### config.mk
export PLATFORM = sky130hd
export DESIGN_NAME = sn_to_bn
export DESIGN_NICKNAME = d
export VERILOG_FILES = /design/src/rtl/sn_to_bn.sv
export SDC_FILE = /design/constraint.sdc
export NUM_CORES = 1
export LEC_CHECK = 0
export ABC_CLOCK_PERIOD_IN_PS = 1430
export CORE_MARGIN = 4
export CORE_UTILIZATION = 43
export DETAILED_ROUTE_END_ITERATION = 12
export GPL_TIMING_DRIVEN = 0
export PLACE_DENSITY = 0.73
export SYNTH_ARGS = -nofsm -noshare
export SYNTH_HDL_FRONTEND = slang
export SYNTH_SLANG_ARGS = --single-unit
### constraint.sdc
create_clock -name i_clk_sbc -period 1.43 [get_ports i_clk_sbc]
set_input_delay 0.2145 -clock i_clk_sbc [delete_from_list [all_inputs] [get_ports i_clk_sbc]]
set_output_delay 0.2145 -clock i_clk_sbc [all_outputs]
set_load 0.02 [all_outputs]
### src/rtl/sn_to_bn.sv
// Stochastic-to-binary converter: counts ones in a 2**BN_W-bit stream opened by a start pulse.
// Optional build macro SN_BIPOLAR_EN selects bipolar decoding (count - LEN/2) of the result.
module sn_to_bn #(
    parameter int BN_W  = 4,
    parameter int CNT_W = BN_W + 1
) (
    input  logic             i_clk_sbc,
    input  logic             i_rst_sbc,
    input  logic             i_sn_bit,
    input  logic             i_start_sbc,
    input  logic             i_stop_sbc,
    output logic [CNT_W-1:0] o_x_bn,
    output logic             o_valid_sbc,
    output logic             o_busy_sbc
);

    localparam int LEN = 2 ** BN_W;
    localparam logic [BN_W-1:0] IDX_LAST = BN_W'(LEN - 1);

    typedef enum logic [1:0] {
        S_IDLE  = 2'd0,
        S_ACCUM = 2'd1,
        S_DONE  = 2'd2
    } state_t;

    state_t           r_state;
    state_t           w_state_nxt;
    logic [CNT_W-1:0] r_cnt;
    logic [CNT_W-1:0] w_cnt_nxt;
    logic [CNT_W-1:0] w_cnt_inc;
    logic [BN_W-1:0]  r_idx;
    logic [BN_W-1:0]  w_idx_nxt;
    logic [CNT_W-1:0] r_x_bn;
    logic [CNT_W-1:0] w_x_bn_nxt;
    logic             r_valid;
    logic             w_valid_nxt;
    logic             r_busy;
    logic             w_busy_nxt;

    // Maps the final ones count onto the output encoding of this build.
    function automatic logic [CNT_W-1:0] decode_count(input logic [CNT_W-1:0] ones);
`ifdef SN_BIPOLAR_EN
        return ones - CNT_W'(LEN / 2);
`else
        return ones;
`endif
    endfunction

    assign w_cnt_inc = r_cnt + {{(CNT_W-1){1'b0}}, i_sn_bit};

    // Next-state, counter, index and result-load logic.
    always_comb begin
        w_state_nxt = r_state;
        w_cnt_nxt   = r_cnt;
        w_idx_nxt   = r_idx;
        w_x_bn_nxt  = r_x_bn;
        case (r_state)
            S_IDLE: begin
                if (i_start_sbc && !i_stop_sbc) begin
                    w_state_nxt = S_ACCUM;
                    w_cnt_nxt   = {CNT_W{1'b0}};
                    w_idx_nxt   = {BN_W{1'b0}};
                end else begin
                    w_state_nxt = S_IDLE;
                end
            end
            S_ACCUM: begin
                if (i_stop_sbc) begin
                    w_state_nxt = S_IDLE;
                end else begin
                    w_cnt_nxt = w_cnt_inc;
                    w_idx_nxt = r_idx + BN_W'(1);
                    // The last sample is folded into the result directly.
                    if (r_idx == IDX_LAST) begin
                        w_state_nxt = S_DONE;
                        w_x_bn_nxt  = decode_count(w_cnt_inc);
                    end else begin
                        w_state_nxt = S_ACCUM;
                    end
                end
            end
            S_DONE: begin
                if (i_stop_sbc) begin
                    w_state_nxt = S_IDLE;
                end else if (i_start_sbc) begin
                    w_state_nxt = S_ACCUM;
                    w_cnt_nxt   = {CNT_W{1'b0}};
                    w_idx_nxt   = {BN_W{1'b0}};
                end else begin
                    w_state_nxt = S_IDLE;
                end
            end
            default: begin
                w_state_nxt = S_IDLE;
                w_cnt_nxt   = {CNT_W{1'b0}};
                w_idx_nxt   = {BN_W{1'b0}};
            end
        endcase
        w_valid_nxt = (w_state_nxt == S_DONE);
        w_busy_nxt  = (w_state_nxt == S_ACCUM);
    end

    // State and output registers.
    always_ff @(posedge i_clk_sbc or posedge i_rst_sbc) begin
        if (i_rst_sbc) begin
            r_state <= S_IDLE;
            r_cnt   <= {CNT_W{1'b0}};
            r_idx   <= {BN_W{1'b0}};
            r_x_bn  <= {CNT_W{1'b0}};
            r_valid <= 1'b0;
            r_busy  <= 1'b0;
        end else begin
            r_state <= w_state_nxt;
            r_cnt   <= w_cnt_nxt;
            r_idx   <= w_idx_nxt;
            r_x_bn  <= w_x_bn_nxt;
            r_valid <= w_valid_nxt;
            r_busy  <= w_busy_nxt;
        end
    end

    assign o_x_bn      = r_x_bn;
    assign o_valid_sbc = r_valid;
    assign o_busy_sbc  = r_busy;

endmodule

==> impl_metrics.py <==
metrics = {
    "route": {
        "routed_wl_um": 1949,
        "antenna_left": 0,
        "drtIter0Drc": 22,
        "avgRoutedWirePerCell_um": 15.47,
        "via_count": 668,
        "drc": 0,
        "vias_per_cell": 5.302,
        "first_pass_iters": 5,
    },
    "placement": {
        "globalplace.congestion": 0.7913,
        "hpwl_um": 1215,
        "place_inst": 116,
        "placed_area_sq_mm": 0.001077,
        "port_buffers": 11,
        "dp_slack_ns": -0.3713,
    },
    "critical_path": {
        "crit_top_cell": "ha_4",
        "worstSetupPathType": "reg -> reg",
        "r2r_setup_slack_ns": 0.01,
        "r2r_cells": 5,
        "slowest_delay_ns": 0.42,
        "crit_buf_inv": 1,
        "reg2reg_from": "r_cnt[0]$_DFFE_PP0P_",
        "critPathMaxFanout": 3,
        "crit_family": "flip-flops",
        "critical_path.cell_chain": "ha_4 > ha_4 > buf_4 > xor2_1 > mux2_4",
        "critPathLaunchType": "flop",
        "crit_path_end_kind": "flop",
        "r2r-end": "o_x_bn[2]$_DFFE_PP0P_",
        "crit_slowest_cell": "dfrtp_1",
        "cp.arrival_ns": 1.60,
        "cp.required_ns": 1.61,
        "cp.depth": 5,
    },
    "layout": {
        "final_area_sq_mm": 0.001191,
        "fill_cells": 163,
        "fin_nets": 108,
        "area_growth_syn_to_layout_pct": 27.96,
        "fin_cells": 126,
        "antenna_cells": 0,
        "drive_above_1_share": 0.3636,
        "utilization": 0.5950,
        "register_area_sq_um": 452.9,
        "multi_input_area_sq_um": 488.0,
    },
    "clocking": {
        "root_buffer": "clkbuf_4",
        "cts.clk_slew.worst_paths_ns": 0.10,
        "clock_sinks": 18,
        "clk-insertion-delay-late_ns": 0.29,
        "clk_path_buf_depth": 2,
        "h-tree-depth": 1,
        "hold_buffers": 0,
        "numCtsBuffers": 3,
        "tritoncts": "done",
    },
    "pwr": {
        "power.internal_mw": 1.104,
        "p_sw_mw": 0.5259,
        "power_mw": 1.630,
        "power_frac_comb": 0.342,
        "clkPwrFrac": 0.188,
        "peakVddDrop_mv": 0.8216,
        "switching_share": 0.3227,
        "p_leak_nw": 0.5817,
        "p_per_area_mw_per_mm2": 1368,
        "p_seq_frac": 0.469,
    },
    "die": {
        "die_w_um": 54.53,
        "start_util": 0.4650,
        "num_rows": 16,
        "core_region_area_sq_mm": 0.002002,
        "pin_count": 12,
        "die_y_um": 54.53,
        "fp.dieArea_sq_mm": 0.002974,
    },
    "synth": {
        "synthesis.nets": 86,
        "synth-adder-area-share": 0.04032,
        "synth_area_sq_um": 930.9,
        "synth_top_family_by_area": "simple AND/OR/NAND/NOR gates",
        "ys_seq_elements": 18,
        "synthXorXnorAreaFrac": 0.02823,
        "synth_area_leaders": "dfrtp_1 (48%), mux2_4 (8.1%), nand3_1 (4.3%), ha_1 (4.0%), a22o_2 (3.2%)",
        "yosysTopAreaCell": "dfrtp_1",
        "synth.area.mux_share": 0.1250,
        "yosysUniqueCellTypes": 29,
        "async_reset_ff_frac": 1.000,
        "synthSimpleGateAreaFrac": 0.1720,
        "yosysSeqAreaShare": 0.4839,
        "yosysMostFrequentCell": "dfrtp_1",
        "synthTopCellsByCount": "dfrtp_1 (18), nand3_1 (8), inv_1 (5), mux2_4 (5), nor2_1 (5)",
        "synth-compound-area-share": 0.1035,
        "synth_top_area_frac": 0.4839,
        "synthCells": 78,
        "yosysWarnings": 0,
        "avgSynthCellArea_sq_um": 11.93,
        "ys.flop_type": "dfrtp_1",
        "synth_edf_count": 0,
    },
    "timing": {
        "finalSetupTns_ns": 0,
        "timing.hold.ws_ns": 0.3120,
        "timing.final.ws_setup_ns": 0.01367,
        "tightestPinTransition_ns": 0.6751,
        "hold_viol_final": 0,
        "clock.fmax_mhz": 706.1,
        "fin_skew_ns": 0.001868,
        "min_period_ns": 1.416,
        "fin_crit_sh": 0.9904,
        "max_slew_margin": 0.5494,
        "grt_setup_unrepaired": "yes",
        "setup_viol": 0,
        "slew_violations": 0,
    },
    "run_status": {
        "status": "finished clean",
    },
    "global_route": {
        "grt_start_max_net_pins": 19,
        "grt_pass1_vias": 665,
        "grt_overflow_total": 0,
        "antenna_found_initial": 0,
        "grt.total_usage": 0.1497,
        "grt_pass1_wl_um": 3084,
    },
    "flow_run": {
        "cap_violations": 0,
    },
    "hold_path": {
        "min_path_type": "in -> async",
    },
}
-- repair_timing --
item	CTS	global route
endpoints found under the setup margin	14	7
resized for setup	12	9
pin swaps	3	2
endpoints found under the hold margin	0	0
buffers inserted	6	1
-- worst max-delay path by stage --
| stage | startpoint | end | slack (ns) |
|---|---|---|---|
| 3_3_place_gp | i_sn_bit | r_cnt[2]$_DFFE_PP0P_ | -0.36 |
| 3_5_place_dp | i_sn_bit | r_cnt[2]$_DFFE_PP0P_ | -0.37 |
| 2_1_floorplan | r_idx[0]$_DFFE_PP0P_ | o_x_bn[0]$_DFFE_PP0P_ | 0.02 |
| 4_1_cts | r_idx[1]$_DFFE_PP0P_ | o_x_bn[2]$_DFFE_PP0P_ | -0.009 |
| 6_report | r_cnt[0]$_DFFE_PP0P_ | o_x_bn[2]$_DFFE_PP0P_ | 0.01 |
| 5_1_grt | r_cnt[0]$_DFFE_PP0P_ | o_x_bn[2]$_DFFE_PP0P_ | -0.008 |
-- kinds of logic (layout without fill, tap and decap cells) --
| family | Yosys count | after routing |
|---|---|---|
| buffers and inverters | 7 | 28 |
| DFF | 18 | 18 |
| and+or+nand+nor | 26 | 26 |
| muxes | 9 | 9 |
| adders and majority gates | 3 | 3 |
| AOI/OAI and AO/OA | 12 | 12 |
| xor gates and xnor gates | 3 | 3 |
-- cell usage in the layout (no fill, tap or decap), drive strengths merged --
cell type       n
dlymetal6s2s    1
clkdlybuf4s50   3
a21oi           2
nand2           3
and2            2
a21o            1
nand3           8
xnor2           2
ha              3
nor2b           1
and3            1
xor2            1
mux2i           3
dlygate4sd2     7
nor3b           1
inv             5
buf             8
o311ai          2
a2bb2oi         1
o211ai          3
a22o            3
clkbuf          4
or2b            1
dfrtp          18
nand2b          2
nor2            5
mux2            6
or4             2
-- power groups by stage --
stage | clock (mW) | combinational (mW) | sequential (mW)
final | 0.307 | 0.558 | 0.765
after floorplan | 0 | 0.289 | 0.788
after global routing | 0.350 | 0.607 | 0.783
after detailed placement | 0 | 0.484 | 0.760
after global placement | 0 | 0.464 | 0.754
after CTS | 0.320 | 0.526 | 0.752
-- worst reg2reg max path, delay by kind of cell, from the launching register on --
kind,cells,cell delay (ns)
xor+xnor,1,0.13
fa+ha+maj,2,0.36
buf+inv,1,0.13
flops,1,0.42
mux,1,0.27
-- registers in the layout, summed over array words and instances (netlist names) --
signal       cells
o_x_bn           5
o_busy_sbc       1
o_valid_sbc      1
r_cnt            5
r_state          2
r_idx            4
-- area by class of cell --
type / count / share of cell area
timing repair buffer: 18 / 0.1313
multi-input combinational: 53 / 0.4097
inverter: 5 / 0.01576
buffer: 1 / 0.004202
clock buffer: 4 / 0.03046
tap: 27 / 0.02836
sequential: 18 / 0.3803
-- metal layers --
metal	share of wire	wire, um	track usage
met1	0.40	778	0.1945
met2	0.55	1066	0.2430
met3	0.052	102	0.04905
met4	0.00051	1	0.02905
met5	0	0	0
No activity file was read; power rests on OpenSTA's default activity.
